[src/rtl/vedic8x8_seq_ctrl.sv]
// vedic8x8_seq_ctrl: 8x8 unsigned multiplier built from one shared 4x4 Vedic
// core, time-multiplexed over four nibble partial products.
//
// Handshake rules (both ports):
//   A transfer happens on a rising clk edge where valid and ready are both 1.
//   in_ready is 1 only in IDLE. out_valid is 1 only in DONE, and prod holds
//   steady until out_ready is seen high. Neither ready depends combinationally
//   on the matching valid.

// array4_4: 4x4 Urdhva-Tiryagbhyam (vertical and crosswise) multiplier.
// Each column sums the bit-products whose indices add to that column's
// weight. The columns are then added with their weights.
module array4_4 (
  input  logic [3:0] a,
  input  logic [3:0] b,
  output logic [7:0] p
);
  logic [2:0] c0, c1, c2, c3, c4, c5, c6;

  assign c0 = {2'b00, a[0] & b[0]};
  assign c1 = {2'b00, a[1] & b[0]} + {2'b00, a[0] & b[1]};
  assign c2 = {2'b00, a[2] & b[0]} + {2'b00, a[1] & b[1]} + {2'b00, a[0] & b[2]};
  assign c3 = {2'b00, a[3] & b[0]} + {2'b00, a[2] & b[1]} +
              {2'b00, a[1] & b[2]} + {2'b00, a[0] & b[3]};
  assign c4 = {2'b00, a[3] & b[1]} + {2'b00, a[2] & b[2]} + {2'b00, a[1] & b[3]};
  assign c5 = {2'b00, a[3] & b[2]} + {2'b00, a[2] & b[3]};
  assign c6 = {2'b00, a[3] & b[3]};

  assign p = {5'b0, c0}
           + ({5'b0, c1} << 1)
           + ({5'b0, c2} << 2)
           + ({5'b0, c3} << 3)
           + ({5'b0, c4} << 4)
           + ({5'b0, c5} << 5)
           + ({5'b0, c6} << 6);
endmodule

module vedic8x8_seq_ctrl #(
  parameter int OP_W = 8
) (
  input  logic            clk,
  input  logic            rst_n,
  input  logic            in_valid,
  output logic            in_ready,
  input  logic [OP_W-1:0] a,
  input  logic [OP_W-1:0] b,
  output logic            out_valid,
  input  logic            out_ready,
  output logic [15:0]     prod,
  output logic            busy
);
  // The nibble split below only works for exactly two 4-bit halves.
  generate
    if (OP_W != 8) begin : g_bad_width
      $error("vedic8x8_seq_ctrl: OP_W must be 8");
    end
  endgenerate

  localparam logic [1:0] IDLE = 2'd0;
  localparam logic [1:0] MUL  = 2'd1;
  localparam logic [1:0] DONE = 2'd2;

  logic [1:0]  state;
  logic [1:0]  step;
  logic [15:0] acc;
  logic [7:0]  a_q;
  logic [7:0]  b_q;
  logic [3:0]  core_a;
  logic [3:0]  core_b;
  logic [7:0]  core_p;
  logic [15:0] pp_shifted;

  // Step bit 0 selects the high nibble of a, step bit 1 the high nibble of b.
  assign core_a = step[0] ? a_q[7:4] : a_q[3:0];
  assign core_b = step[1] ? b_q[7:4] : b_q[3:0];

  array4_4 u_core (
    .a (core_a),
    .b (core_b),
    .p (core_p)
  );

  // Position the partial product by the combined nibble weight of its operands.
  always_comb begin
    pp_shifted = {8'h00, core_p};
    case (step)
      2'd0:    pp_shifted = {8'h00, core_p};
      2'd1,
      2'd2:    pp_shifted = {4'h0, core_p, 4'h0};
      default: pp_shifted = {core_p, 8'h00};
    endcase
  end

  // Control FSM plus operand capture and accumulation.
  always_ff @(posedge clk or negedge rst_n) begin
    if (!rst_n) begin
      state <= IDLE;
      step  <= 2'd0;
      acc   <= 16'h0000;
      a_q   <= 8'h00;
      b_q   <= 8'h00;
    end else begin
      case (state)
        IDLE: begin
          if (in_valid) begin
            a_q   <= a;
            b_q   <= b;
            acc   <= 16'h0000;
            step  <= 2'd0;
            state <= MUL;
          end
        end
        MUL: begin
          acc  <= acc + pp_shifted;
          step <= step + 2'd1;
          if (step == 2'd3) state <= DONE;
        end
        DONE: begin
          if (out_ready) state <= IDLE;
        end
        default: state <= IDLE;
      endcase
    end
  end

  assign in_ready  = (state == IDLE);
  assign out_valid = (state == DONE);
  assign busy      = (state != IDLE);
  assign prod      = acc;
endmodule

[config.mk]
export PLATFORM = sky130hd
export DESIGN_NAME = vedic8x8_seq_ctrl
export DESIGN_NICKNAME = d
export VERILOG_FILES = /design/src/rtl/vedic8x8_seq_ctrl.sv
export SDC_FILE = /design/constraint.sdc
export NUM_CORES = 1
export LEC_CHECK = 0
export ABC_CLOCK_PERIOD_IN_PS = 9350
export BUFFER_PORTS_ARGS = -buffer_cell sky130_fd_sc_hd__buf_2
export CAP_MARGIN = 20
export CORE_ASPECT_RATIO = 0.7
export CORE_MARGIN = 4
export CORE_UTILIZATION = 48
export CTS_BUF_LIST = sky130_fd_sc_hd__clkbuf_4 sky130_fd_sc_hd__clkbuf_8
export CTS_CLUSTER_SIZE = 12
export DETAILED_ROUTE_END_ITERATION = 8
export PLACE_DENSITY = 0.69
export SLEW_MARGIN = 20
export SYNTH_ARGS = -nofsm -noshare
export SYNTH_HDL_FRONTEND = slang
export SYNTH_SLANG_ARGS = --single-unit
[constraint.sdc]
create_clock -name clk -period 9.35 [get_ports clk]
set_input_delay 0 -clock clk [delete_from_list [all_inputs] [get_ports clk]]
set_output_delay 0 -clock clk [all_outputs]
set_load 0.02 [all_outputs]
# Yosys cells after proc, flatten, opt, wreduce, memory -nomap -nowiden

Cells that the tools add are included.

Add/sub/neg operators: 17
Equal/unequal tests: 8
Multiplexer cells: 11
Bitwise operators: 16
Reductions and logical operators: 8

Operator list:

| operator              | count |
|---|---|
| $pmux W16 S2          | 2 |
| $add A16 B16 Y16      | 1 |
| $add A8 B7 Y8         | 2 |
| $and A1 B1 Y1         | 16 |
| $mux W16              | 1 |
| $add A3 B1 Y3         | 4 |
| $add A1 B1 Y2         | 5 |
| $add A8 B5 Y8         | 1 |
| $add A8 B6 Y8         | 1 |
| $add A8 B8 Y8         | 1 |
| $mux W2               | 4 |
| $mux W4               | 2 |
| $eq A2 B2 Y1 const B  | 3 |
| $pmux W2 S3           | 1 |
| $add A1 B4 Y5         | 1 |
| $eq A2 B1 Y1 const B  | 2 |
| $logic_not A2 Y1      | 2 |
| $ne A2 B2 Y1 const B  | 2 |
| $pmux W2 S2           | 1 |
| $reduce_and A2 Y1     | 2 |
| $reduce_bool A2 Y1    | 2 |
| $reduce_and A3 Y1     | 1 |
| $add A2 B1 Y2 const B | 1 |
| $ne A2 B1 Y1 const B  | 1 |
| $reduce_or A2 Y1      | 1 |

Bits in registers: 36
Output and inout bits: 19
Word-level logic and storage cells: 65

# Logic depth before layout (Yosys ltp)

Gate-level depths: netlist of run 1.

Depth in word-level cells: 12
Mapped depth: 24

# Cells and area by module

Synthesis of run 1 repeated with hierarchy kept, for this count alone.

Cell total of the unflattened synthesis: 300
Area total of the unflattened synthesis: 2844.0 µm²

Modules (own cells, without submodules):

| module            | instances | cells an instance | area an instance (µm²) | seq. area each (µm²) |
|---|---|---|---|---|
| vedic8x8_seq_ctrl | 1         | 254               | 2431.1                 | 900.9 |
| array4_4          | 1         | 46                | 412.9                  | 0.0 |

# Least setup slack after synthesis of run 1

No wires, ideal clock.

Path type: register -> register
Start: register step[0]
End: register acc[14], in the netlist prod[14]
Arrival time: 4645 ps
Required time: 9285 ps
Path slack: 4639 ps
Stages on the path, launching flop included: 22
Buffers on the path: 1
Cells stage by stage: dfrtp_1 -> clkbuf_1 -> mux2i_1 -> nor2_1 -> ha_1 -> inv_1 -> fa_1 -> inv_1 -> ha_1 -> ha_1 -> fa_1 -> a21o_1 -> a21oi_2 -> xnor2_1 -> a22oi_1 -> nor2_1 -> ha_1 -> a41o_1 -> a21oi_1 -> o211ai_1 -> mux2_1 -> nand2_1

Word-level cells in the longest chain between the ends: 12
Elaborated cells between the ends (all ways): 39
Classes of those cells: add/sub (16); eq/ne (2); mux (3); bitwise (16); reduce/logical (2)

RTL lines:

| what                                                  | RTL line   | RTL |
|---|---|---|
| start: declaration                                    | 64         | `logic [1:0] step;` |
| start signal: assignment                              | 115        | `step <= step + 2'd1;` |
| $mux W4                                               | 74         | `assign core_a = step[0] ? a_q[7:4] : a_q[3:0];` |
| $and A1 B1 Y1 (on tied branches)                      | 21, 22, 23 |  |
| $add A1 B1 Y2 (on tied branches)                      | 21, 22, 23 |  |
| $add A1 B4 Y5 (tied with other cells)                 | 30         | `+ ({5'b0, c1} << 1)` |
| $add A8 B5 Y8 / $add A3 B1 Y3 (equally long branches) | 31, 24     |  |
| $add A8 B6 Y8                                         | 32         | `+ ({5'b0, c3} << 3)` |
| $add A8 B7 Y8                                         | 33         | `+ ({5'b0, c4} << 4)` |
| $add A8 B8 Y8                                         | 34         | `+ ({5'b0, c5} << 5)` |
| $add A8 B7 Y8                                         | 35         | `+ ({5'b0, c6} << 6);` |
| $pmux W16 S2 *                                        | 86         | `case (step)` |
| $add A16 B16 Y16 *                                    | 114        | `acc <= acc + pp_shifted;` |
| $pmux W16 S2 *                                        | 103        | `case (state)` |
| end signal: assignment                                | 114        |  |
| end: declaration                                      | 65         | `logic [15:0] acc;` |

Every way passes the cells marked *; elsewhere a longest branch is shown, timed or not.
A chain may end at the register's enable or synchronous reset.

# Worst setup path in the final report of run 1

Same ends and word-level chain as after synthesis.

==> results of run 1 <==
## critical path, stage by stage, from the launching register on
cell,delay (ns)
dfrtp_1,0.60
mux2i_1,0.41
nor2_1,0.10
ha_1,0.30
inv_1,0.06
fa_1,0.50
inv_1,0.04
ha_1,0.29
ha_1,0.23
fa_1,0.41
a21o_1,0.21
a21oi_2,0.18
xnor2_1,0.18
a22oi_1,0.10
nor2_1,0.12
ha_1,0.32
a41o_1,0.27
a21oi_1,0.26
o211ai_1,0.17
mux2_1,0.34
nand2_1,0.06
## worst paths after layout
check | start | end | cells after the start
max in group asynchronous | rst_n | prod[4] | 2
hold / removal | out_ready | state[1] | 3
setup reg to reg | step[0] | prod[14] | 20
setup / recovery | step[0] | prod[14] | 20
min in group asynchronous | rst_n | prod[13] | 2
hold reg to reg | b_q[6] | b_q[6] | 2
## flip-flops by register name, indices dropped and copies added, names as in the netlist
| name | count |
|---|---|
| step | 2 |
| prod | 16 |
| a_q | 8 |
| b_q | 8 |
| state | 2 |
## power by group
| part | internal, mW | leakage [nW] | switching (mW) | total, mW |
|---|---|---|---|---|
| sequential | 0.228 | 0.453 | 0.0562 | 0.284 |
| clock | 0.0790 | 0.0541 | 0.0601 | 0.139 |
| combinational | 0.351 | 1.19 | 0.570 | 0.921 |
| total | 0.658 | 1.69 | 0.687 | 1.34 |
## final cells by class
type | count | area, sq um
clock inverter | 3 | 42.5
clock buffer | 5 | 68.8
sequential | 36 | 901
timing repair buffer | 55 | 360
fill | 490 | 2130
tap | 72 | 90.1
multi-input combinational | 267 | 1790
inverter | 17 | 63.8
## cell usage after synthesis, drive strengths merged (6+ instances only)
| library cell | count | area (sq um) |
|---|---|---|
| a21oi | 19 | 110 |
| and2 | 8 | 50.1 |
| clkbuf | 9 | 33.8 |
| dfrtp | 36 | 901 |
| fa | 6 | 120 |
| ha | 30 | 375 |
| inv | 17 | 63.8 |
| mux2i | 9 | 90.1 |
| nand2 | 73 | 274 |
| nand3 | 12 | 60.1 |
| nor2 | 25 | 93.8 |
| o21ai | 25 | 125 |
| xnor2 | 8 | 70.1 |
| xor2 | 7 | 61.3 |
## logic make-up after synthesis
| group | share of synthesized area |
|---|---|
| xor+xnor | 0.0469 |
| mux | 0.0362 |
| flops | 0.322 |
| compound gates | 0.180 |
| simple gates | 0.200 |
| fa+ha+maj | 0.177 |
| buf+inv | 0.0384 |
## what timing repair did
action                                 4_1_cts  5_1_grt
gates resized for setup                      0        0
endpoints found under the hold margin       52        0
hold buffers                                17        0
## per-layer routing
metal	global-route usage	vias to the layer above
met5	0	-
met3	0.0403	2
met1	0.297	1158
met4	0.0318	0
met2	0.283	55
li1	-	1229
## per-stage QoR
step / util / power, mW
6_report: 0.609 / 1.34
3_3_place_gp: 0.557 / 1.17
2_1_floorplan: - / 0.977
5_1_grt: 0.609 / 1.48
3_5_place_dp: 0.557 / 1.19
4_1_cts: 0.609 / 1.34
==> key figures, run 1 <==
Status
  • Status: complete, no violations

Clock network
  • Clk root buf: clkbuf_8
  • Worst-path clk slew: 0.08 ns
  • H-tree depth: 2
  • CTS tree: done
  • Post-CTS Setup Bufs: 0
  • Latest clock arrival within the worst-skew pair: 0.29 ns
  • Clk buf depth: 2
  • CTS Sinks: 36
  • CTS Buf Count: 5

Synthesis
  • Sequential area share after synthesis: 0.322
  • Post-Synthesis Cells: 331
  • Netlist cell types: 41
  • Number of synthesized register bits: 36
  • Synth Cell Area: 2800 sq um
  • Dominant synthesized flop cell: dfrtp_1
  • Async S/R FF share, synth: 1.00
  • Post-synth EDFFs: 0
  • Mapped Nets: 387
  • Synth Area per Inst: 8.46 sq um
  • Ys Warns: 0

STA
  • Min Tclk post-route: 5.21 ns
  • Worst setup margin: 4.14 ns
  • Worst hold slack: 0.00781 ns
  • # setup viols final: 0
  • Unrepaired setup endpoints after global routing: no
  • Final hold viol count: 0
  • Final worst-path cycle share: 0.557
  • Clock skew: 0.00699 ns
  • Fmax: 192 MHz
  • Setup Total Neg Slack: 0 ns
  • Max-slew violations: 0
  • Slew HR: 0.280
  • Worst-Margin Slew: 1.08 ns

Detailed routing
  • WL per Instance: 14.4 microns
  • DR vias/cell: 5.37
  • Vias: 2444
  • Post-Route WL: 6540 microns
  • Initial DRC Count: 110
  • Metal1 wirelength: 3490 microns
  • Number of remaining DRC errors: 0
  • Max Used Layer: met4
  • Post-route ant nets: 0
  • DRT Pass-1 Iters: 4
  • Met2 WL: 2700 microns
  • Met3 wire len: 327 microns

Placement
  • Placed Area: 3040 sq um
  • Number of buffers added on ports: 38
  • DP Worst Slack: 4.22 ns
  • Post-DP HPWL: 4960 microns
  • Placed Cells: 430
  • GP Congestion: 0.897

GRT
  • GRT Util Overall: 0.193
  • First-pass GRT wire length: 11400 microns
  • Antenna violations before repair: 0
  • Largest net degree at the start of global routing: 37
  • Vias in the first global route: 2389
  • Total grt overflow: 0

Cells and area
  • Fin area: 3320 sq um
  • Most common cell after layout, fill and taps aside: nand2_1
  • Nets: 438
  • Diodes inserted: 0
  • Post-synthesis to final-layout area growth: 18.5%
  • Most frequent cells in the layout: 73 x nand2_1, 38 x buf_2, 36 x dfrtp_1
  • Non-filler cells, final: 455
  • Share of cells above drive strength 1: 0.149

Critical path
  • Setup crit end kind: flip-flop
  • Crit-path max FO: 9
  • R2r setup slk: 4.14 ns
  • Worst Path Required: 9.58 ns
  • Critical path launch point type: flip-flop
  • Worst Path Arrival: 5.44 ns
  • Crit path kind: flip-flop to flip-flop

Floorplan
  • Die extent in x: 99.3 microns
  • Total core area: 5450 sq um
  • Die H: 71.9 microns
  • Cell Rows: 22
  • Ports: 39
  • Die area: 7140 sq um
  • Initial core utilization: 0.514

Worst hold path
  • Hold Path Class: input pin to flip-flop

Pwr
  • P_leak: 1.69 nW
  • Maximum VDD drop: 241 uV
  • PD cells: 405 nW/um^2

Job
  • MaxCap Viol Count: 0
Power figures use the tool's default switching activity.
==> run 2: changes to the inputs <==
ABC_CLOCK_PERIOD_IN_PS = 4400   (was 9350)
PLACE_DENSITY = 0.71   (was 0.69)
clock period = 4.4 ns   (was 9.35 ns; I/O delays follow)
==> run 2 against run 1 <==
Net effect: the flow now finishes with violations (setup timing); global-route usage rose by 3.5 points; critical path type unchanged; final cell count rose by 10%; first-iteration DRC count rose by 62%.
==> key figures, run 2 (synthesized netlist as in run 1, its figures left out) <==
STA
  • Worst setup margin: -0.185 ns
  • Min Tclk post-route: 4.58 ns
  • Clock skew: 0.00554 ns
  • Fmax: 218 MHz
  • Unrepaired setup endpoints after global routing: yes
  • Slew HR: 0.312
  • Worst-Margin Slew: 1.03 ns
  • Max-slew violations: 0
  • Final worst-path cycle share: 1.04
  • Final hold viol count: 0
  • Worst hold slack: 0.319 ns
  • # setup viols final: 7

Detailed routing
  • DR vias/cell: 5.38
  • WL per Instance: 16.3 microns
  • DRT Pass-1 Iters: 4
  • Post-Route WL: 8170 microns
  • Number of remaining DRC errors: 0
  • Initial DRC Count: 178
  • Post-route ant nets: 0
  • Vias: 2695

GRT
  • Total grt overflow: 0
  • Antenna violations before repair: 0
  • First-pass GRT wire length: 13000 microns
  • Vias in the first global route: 2597
  • GRT Util Overall: 0.229
  • Largest net degree at the start of global routing: 37

Critical path
  • CP cell instances: mux2i_4 -> nor2_1 -> ha_1 -> inv_1 -> fa_2 -> inv_2 -> ha_4 -> ha_4 -> fa_2 -> buf_4 -> xor2_1 -> a22oi_1 -> nor2_1 -> ha_1 -> nand2_4 -> a211oi_4 -> o211ai_4 -> o211a_1 -> o41a_1 -> nand2_1
  • Critical path launch point type: flip-flop
  • Crit path kind: flip-flop to flip-flop
  • Worst path max stage delay: 0.53 ns
  • Setup crit end kind: flip-flop
  • Worst path slowest cell: fa_2
  • Crit-path max FO: 4
  • Worst Path Arrival: 4.83 ns
  • Worst Path Required: 4.64 ns

Cells and area
  • Diodes inserted: 0
  • Max reg flops: 16
  • Share of cells above drive strength 1: 0.336
  • Post-synthesis to final-layout area growth: 43.3%
  • Filler Cell Count: 387
  • Most frequent cells in the layout: 70 x nand2_1, 43 x buf_4, 38 x buf_2
  • Nets: 484
  • Most common cell after layout, fill and taps aside: nand2_1

Clock network
  • CTS tree: done
  • H-tree depth: 2
  • Clk root buf: clkbuf_8
  • Clk buf depth: 2
  • Worst-path clk slew: 0.08 ns
  • CTS Buf Count: 5
  • Latest clock arrival within the worst-skew pair: 0.30 ns
  • CTS Sinks: 36

Job
  • MaxCap Viol Count: 0

Status
  • Status: complete, but fails checks
  • Failing checks: setup timing

Floorplan
  • Die area: 7140 sq um
  • Total core area: 5450 sq um
  • Ports: 39
  • Initial core utilization: 0.514
  • Cell Rows: 22
  • Die extent in x: 99.3 microns
  • Die H: 71.9 microns

Placement
  • GP Congestion: 0.846
  • Post-DP HPWL: 5370 microns
  • Number of buffers added on ports: 38

Worst hold path
  • Hold Path Class: input pin to async pin
run 2: final timing paths:
check / startpoint / cells after the start / end / slack (ns)
max: step[0] / 20 / prod[15] / -0.18
min: rst_n / 2 / prod[12] / 0.32
max reg2reg: step[0] / 20 / prod[15] / -0.18
min reg2reg: a_q[4] / 2 / a_q[4] / 0.48
max in group asynchronous: rst_n / 2 / step[1] / 3.51
min in group clk: a[7] / 4 / a_q[7] / 0.42
run 2: area by class of cell:
class                   count  area [sq um]  share of cell area
multi-input cells         267          2130               0.531
flip-flops and latches     36           903               0.225
repair buffers            101           716               0.178
well taps                  72          90.1              0.0224
clock buffers               5          68.8              0.0171
inverters                  17          63.8              0.0159
clock inverters             3          42.5              0.0106
run 2: layer usage:
metal | GRT usage | up-vias | share of wire
met3 | 0.0365 | 8 | 0.058
met4 | 0.0515 | 0 | 0.010
li1 | - | 1330 | -
met2 | 0.347 | 82 | 0.46
met5 | 0 | - | 0
met1 | 0.343 | 1275 | 0.47
run 2: critical path: cells and delay by family (launching register included):
family	cells	cell delay [ns]
and+or+nand+nor	4	0.30
buffers and inverters	3	0.26
xor gates and xnor gates	1	0.16
AOI/OAI and AO/OA	5	1.10
DFF	1	0.47
muxes	1	0.27
adders and majority gates	6	1.96
run 2: repair_timing:
item                                    4_1_cts  5_1_grt
endpoints found under the hold margin        53        0
resized for setup                            32       18
hold buffers                                 18        0
pin swaps                                    33        6
endpoints found under the setup margin        9        9
buffers inserted                             10        0
run 2: metrics by stage:
step	setup TNS (ns)	instance area, sq um	util	worst slack (ns)	std cells
2_1_floorplan	0	2920	-	0.00557	331
3_3_place_gp	-1.84	3400	0.623	-0.347	465
3_5_place_dp	-2.32	3400	0.623	-0.368	465
4_1_cts	-0.0891	3910	0.717	-0.0379	501
5_1_grt	-2.15	4010	0.736	-0.315	501
6_report	-0.653	4010	0.736	-0.185	501
Power of run 2 is left out: the tool's default activity adds up to more than one toggle a clock period on the data nets, which glitch-free logic cannot reach.
==> run 3: changes to the inputs <==
RECOVER_POWER = 100   (was default)
SETUP_SLACK_MARGIN = 0.3   (was default)
SYNTH_HIERARCHICAL = 1   (was default)
==> run 3 against run 2 <==
Net effect: sequential share of layout area increased by 0.41 points; largest cell class unchanged; fmax decreased by 12%; register-to-register slack got worse by 0.61 ns; non-clock buffer count increased by 5; setup slack got worse by 0.61 ns; the run ends with capacitance limit, slew limit, setup timing left; critical path type unchanged; global-route usage decreased by 2.2 points; critical endpoint is now prod[13]; worst hold slack got worse by 0.31 ns; clock-buffer cell count increased by 1; utilization decreased by 4.8 points; highest routed layer unchanged; sequential cell count unchanged.
==> key figures, run 3 <==
Floorplan
  • Ports: 39
  • Total core area: 5730 sq um
  • Die area: 7240 sq um
  • Die H: 72.4 microns
  • Die extent in x: 100 microns
  • Cell Rows: 23
  • Initial core utilization: 0.497

STA
  • Min Tclk post-route: 5.20 ns
  • Worst hold slack: 0.0115 ns
  • Worst setup margin: -0.795 ns
  • Max-slew violations: 73
  • Fmax: 192 MHz
  • # setup viols final: 10
  • Worst-Margin Slew: 1.92 ns
  • Unrepaired setup endpoints after global routing: yes
  • Slew HR: -0.282
  • Clock skew: 0.00482 ns
  • Final worst-path cycle share: 1.18
  • Final hold viol count: 0

GRT
  • Largest net degree at the start of global routing: 37
  • First-pass GRT wire length: 12100 microns
  • Antenna violations before repair: 0
  • Vias in the first global route: 2453
  • GRT Util Overall: 0.207
  • Total grt overflow: 0

Clock network
  • Clk root buf: clkbuf_8
  • H-tree depth: 2
  • CTS tree: done
  • CTS Buf Count: 5
  • CTS Sinks: 36
  • Clk buf depth: 2
  • Worst-path clk slew: 0.07 ns
  • Latest clock arrival within the worst-skew pair: 0.28 ns

Status
  • Failing checks: capacitance limit, slew limit, setup timing
  • Status: complete, but fails checks

Synthesis
  • Largest family of logic cells by synthesized area: simple AND/OR/NAND/NOR gates
  • Post-Synthesis Cells: 300
  • Compound-gate portion of the synthesized area: 0.155
  • Synth Cell Area: 2840 sq um
  • Netlist cell types: 47
  • Most common cell in the netlist: dfrtp_1
  • Async S/R FF share, synth: 1.00
  • Post-synthesis xor/xnor area fraction: 0.0400
  • Top cell type's share of synthesized area: 0.317
  • Synth area leader: dfrtp_1
  • Simple logic cell fraction of the synthesized area: 0.174
  • Mapped Nets: 354
  • Sequential area share after synthesis: 0.317
  • Ranking of synthesized cells by area: dfrtp_1 32%, ha_1 12%, mux2_2 9.5%
  • Ys Warns: 6
  • Post-synth EDFFs: 0
  • Number of synthesized register bits: 36
  • Synth Area per Inst: 9.48 sq um
  • Synth cell count leaders: 36 x dfrtp_1, 27 x ha_1, 26 x nand2_1
  • Synth Area in Adders: 0.168
  • Multiplexer share of the synthesized area: 0.102
  • Dominant synthesized flop cell: dfrtp_1

Critical path
  • Worst path max stage delay: 0.49 ns
  • Crit path kind: flip-flop to flip-flop
  • CP cell instances: mux2_4 -> and2_4 -> ha_4 -> fa_1 -> ha_1 -> a21o_1 -> a32oi_1 -> fa_1 -> inv_1 -> ha_2 -> fa_2 -> xor2_2 -> a22oi_1 -> nor2_1 -> ha_1 -> buf_6 -> buf_6 -> buf_12 -> nand2_4 -> o21ai_4 -> a31oi_4 -> o31ai_4 -> xnor2_1 -> o21ai_1
  • Setup crit end kind: flip-flop
  • Worst path slowest cell: fa_1
  • RR Startpoint: step[1]
  • Crit-path max FO: 3
  • Origin of the worst setup path: step[1]
  • Critical path launch point type: flip-flop
  • Worst Path Required: 4.56 ns
  • Worst Path Arrival: 5.35 ns

Cells and area
  • Max reg flops: 16
  • Nets: 454
  • Share of cells above drive strength 1: 0.363
  • Post-synthesis to final-layout area growth: 38.6%
  • Diodes inserted: 0
  • Most common cell after layout, fill and taps aside: buf_4
  • Final Core Density: 0.688
  • Most frequent cells in the layout: 41 x buf_4, 34 x dfrtp_1, 25 x nand2_1
  • Non-filler cells, final: 475

Detailed routing
  • Post-route ant nets: 0
  • WL per Instance: 16.3 microns
  • Vias: 2648
  • Initial DRC Count: 175
  • Number of remaining DRC errors: 0
  • DRT Pass-1 Iters: 5
  • Post-Route WL: 7730 microns
  • DR vias/cell: 5.57

Worst hold path
  • Min-delay src: out_ready
  • Hold Path Class: input pin to flip-flop

Job
  • MaxCap Viol Count: 2

Placement
  • Post-DP HPWL: 5140 microns
  • Placed Cells: 436
  • Number of buffers added on ports: 38
  • GP Congestion: 0.955
  • DP Worst Slack: -0.784 ns
==> run 3: path summary, 6_finish.rpt <==
| check | to | slack, ns | cells past startpoint |
|---|---|---|---|
| min | state[1] | 0.01 | 3 |
| max in group asynchronous | step[0] | 2.36 | 2 |
| max reg2reg | prod[13] | -0.80 | 24 |
| max | prod[13] | -0.80 | 24 |
| min in group asynchronous | b_q[7] | 0.79 | 2 |
| min reg2reg | b_q[4] | 0.52 | 1 |
==> run 3: layout make-up <==
class | instances | area, sq um
Inverter | 17 | 63.8
Tap cell | 75 | 93.8
Multi-Input combinational cell | 234 | 2040
Sequential cell | 36 | 903
Timing Repair Buffer | 106 | 757
Clock buffer | 6 | 76.3
Clock inverter | 1 | 5.00
Fill cell | 424 | 1790
==> run 3: routing by layer <==
metal  track usage  vias to the layer above  part of all wire
li1              -                     1246                 -
met1         0.315                     1303              0.47
met2         0.317                       95              0.47
met3        0.0346                        4             0.051
met4        0.0314                        0            0.0057
met5             0                        -                 0
==> run 3: cells by family after synthesis <==
logic type	after synthesis
AO/OA/AOI/OAI	65
XOR/XNOR	13
adder cells (fa/ha/maj)	34
buffers and inverters	30
flip-flops	36
multiplexers	26
AND/OR/NAND/NOR	96
==> run 3: stage by stage <==
| stage | TNS [ns] | instance area, sq um |
|---|---|---|
| 6_report | -6.49 | 3940 |
| 5_1_grt | -8.28 | 3940 |
| 4_1_cts | -5.43 | 3770 |
| 3_5_place_dp | -6.19 | 3390 |
| 3_3_place_gp | -5.24 | 3390 |
| 2_1_floorplan | -3.98 | 2910 |
==> run 3: timing repair <==
item                                    4_1_cts  5_1_grt
gates resized for setup                      23       25
endpoints found under the setup margin       11       11
pin swaps                                    26       19
setup buffers                                 6        9
hold buffers                                 17        0
endpoints found under the hold margin        52        0
==> run 3: critical path, delay by kind of cell (launching register included) <==
kind                       cells  cell delay, ns
buffers and inverters          4            0.42
AOI/OAI and AO/OA              7            0.85
muxes                          1            0.33
and+or+nand+nor                3            0.30
DFF                            1            0.44
adders and majority gates      7            2.38
xor gates and xnor gates       2            0.35
Power of run 3 is left out for the same reason.
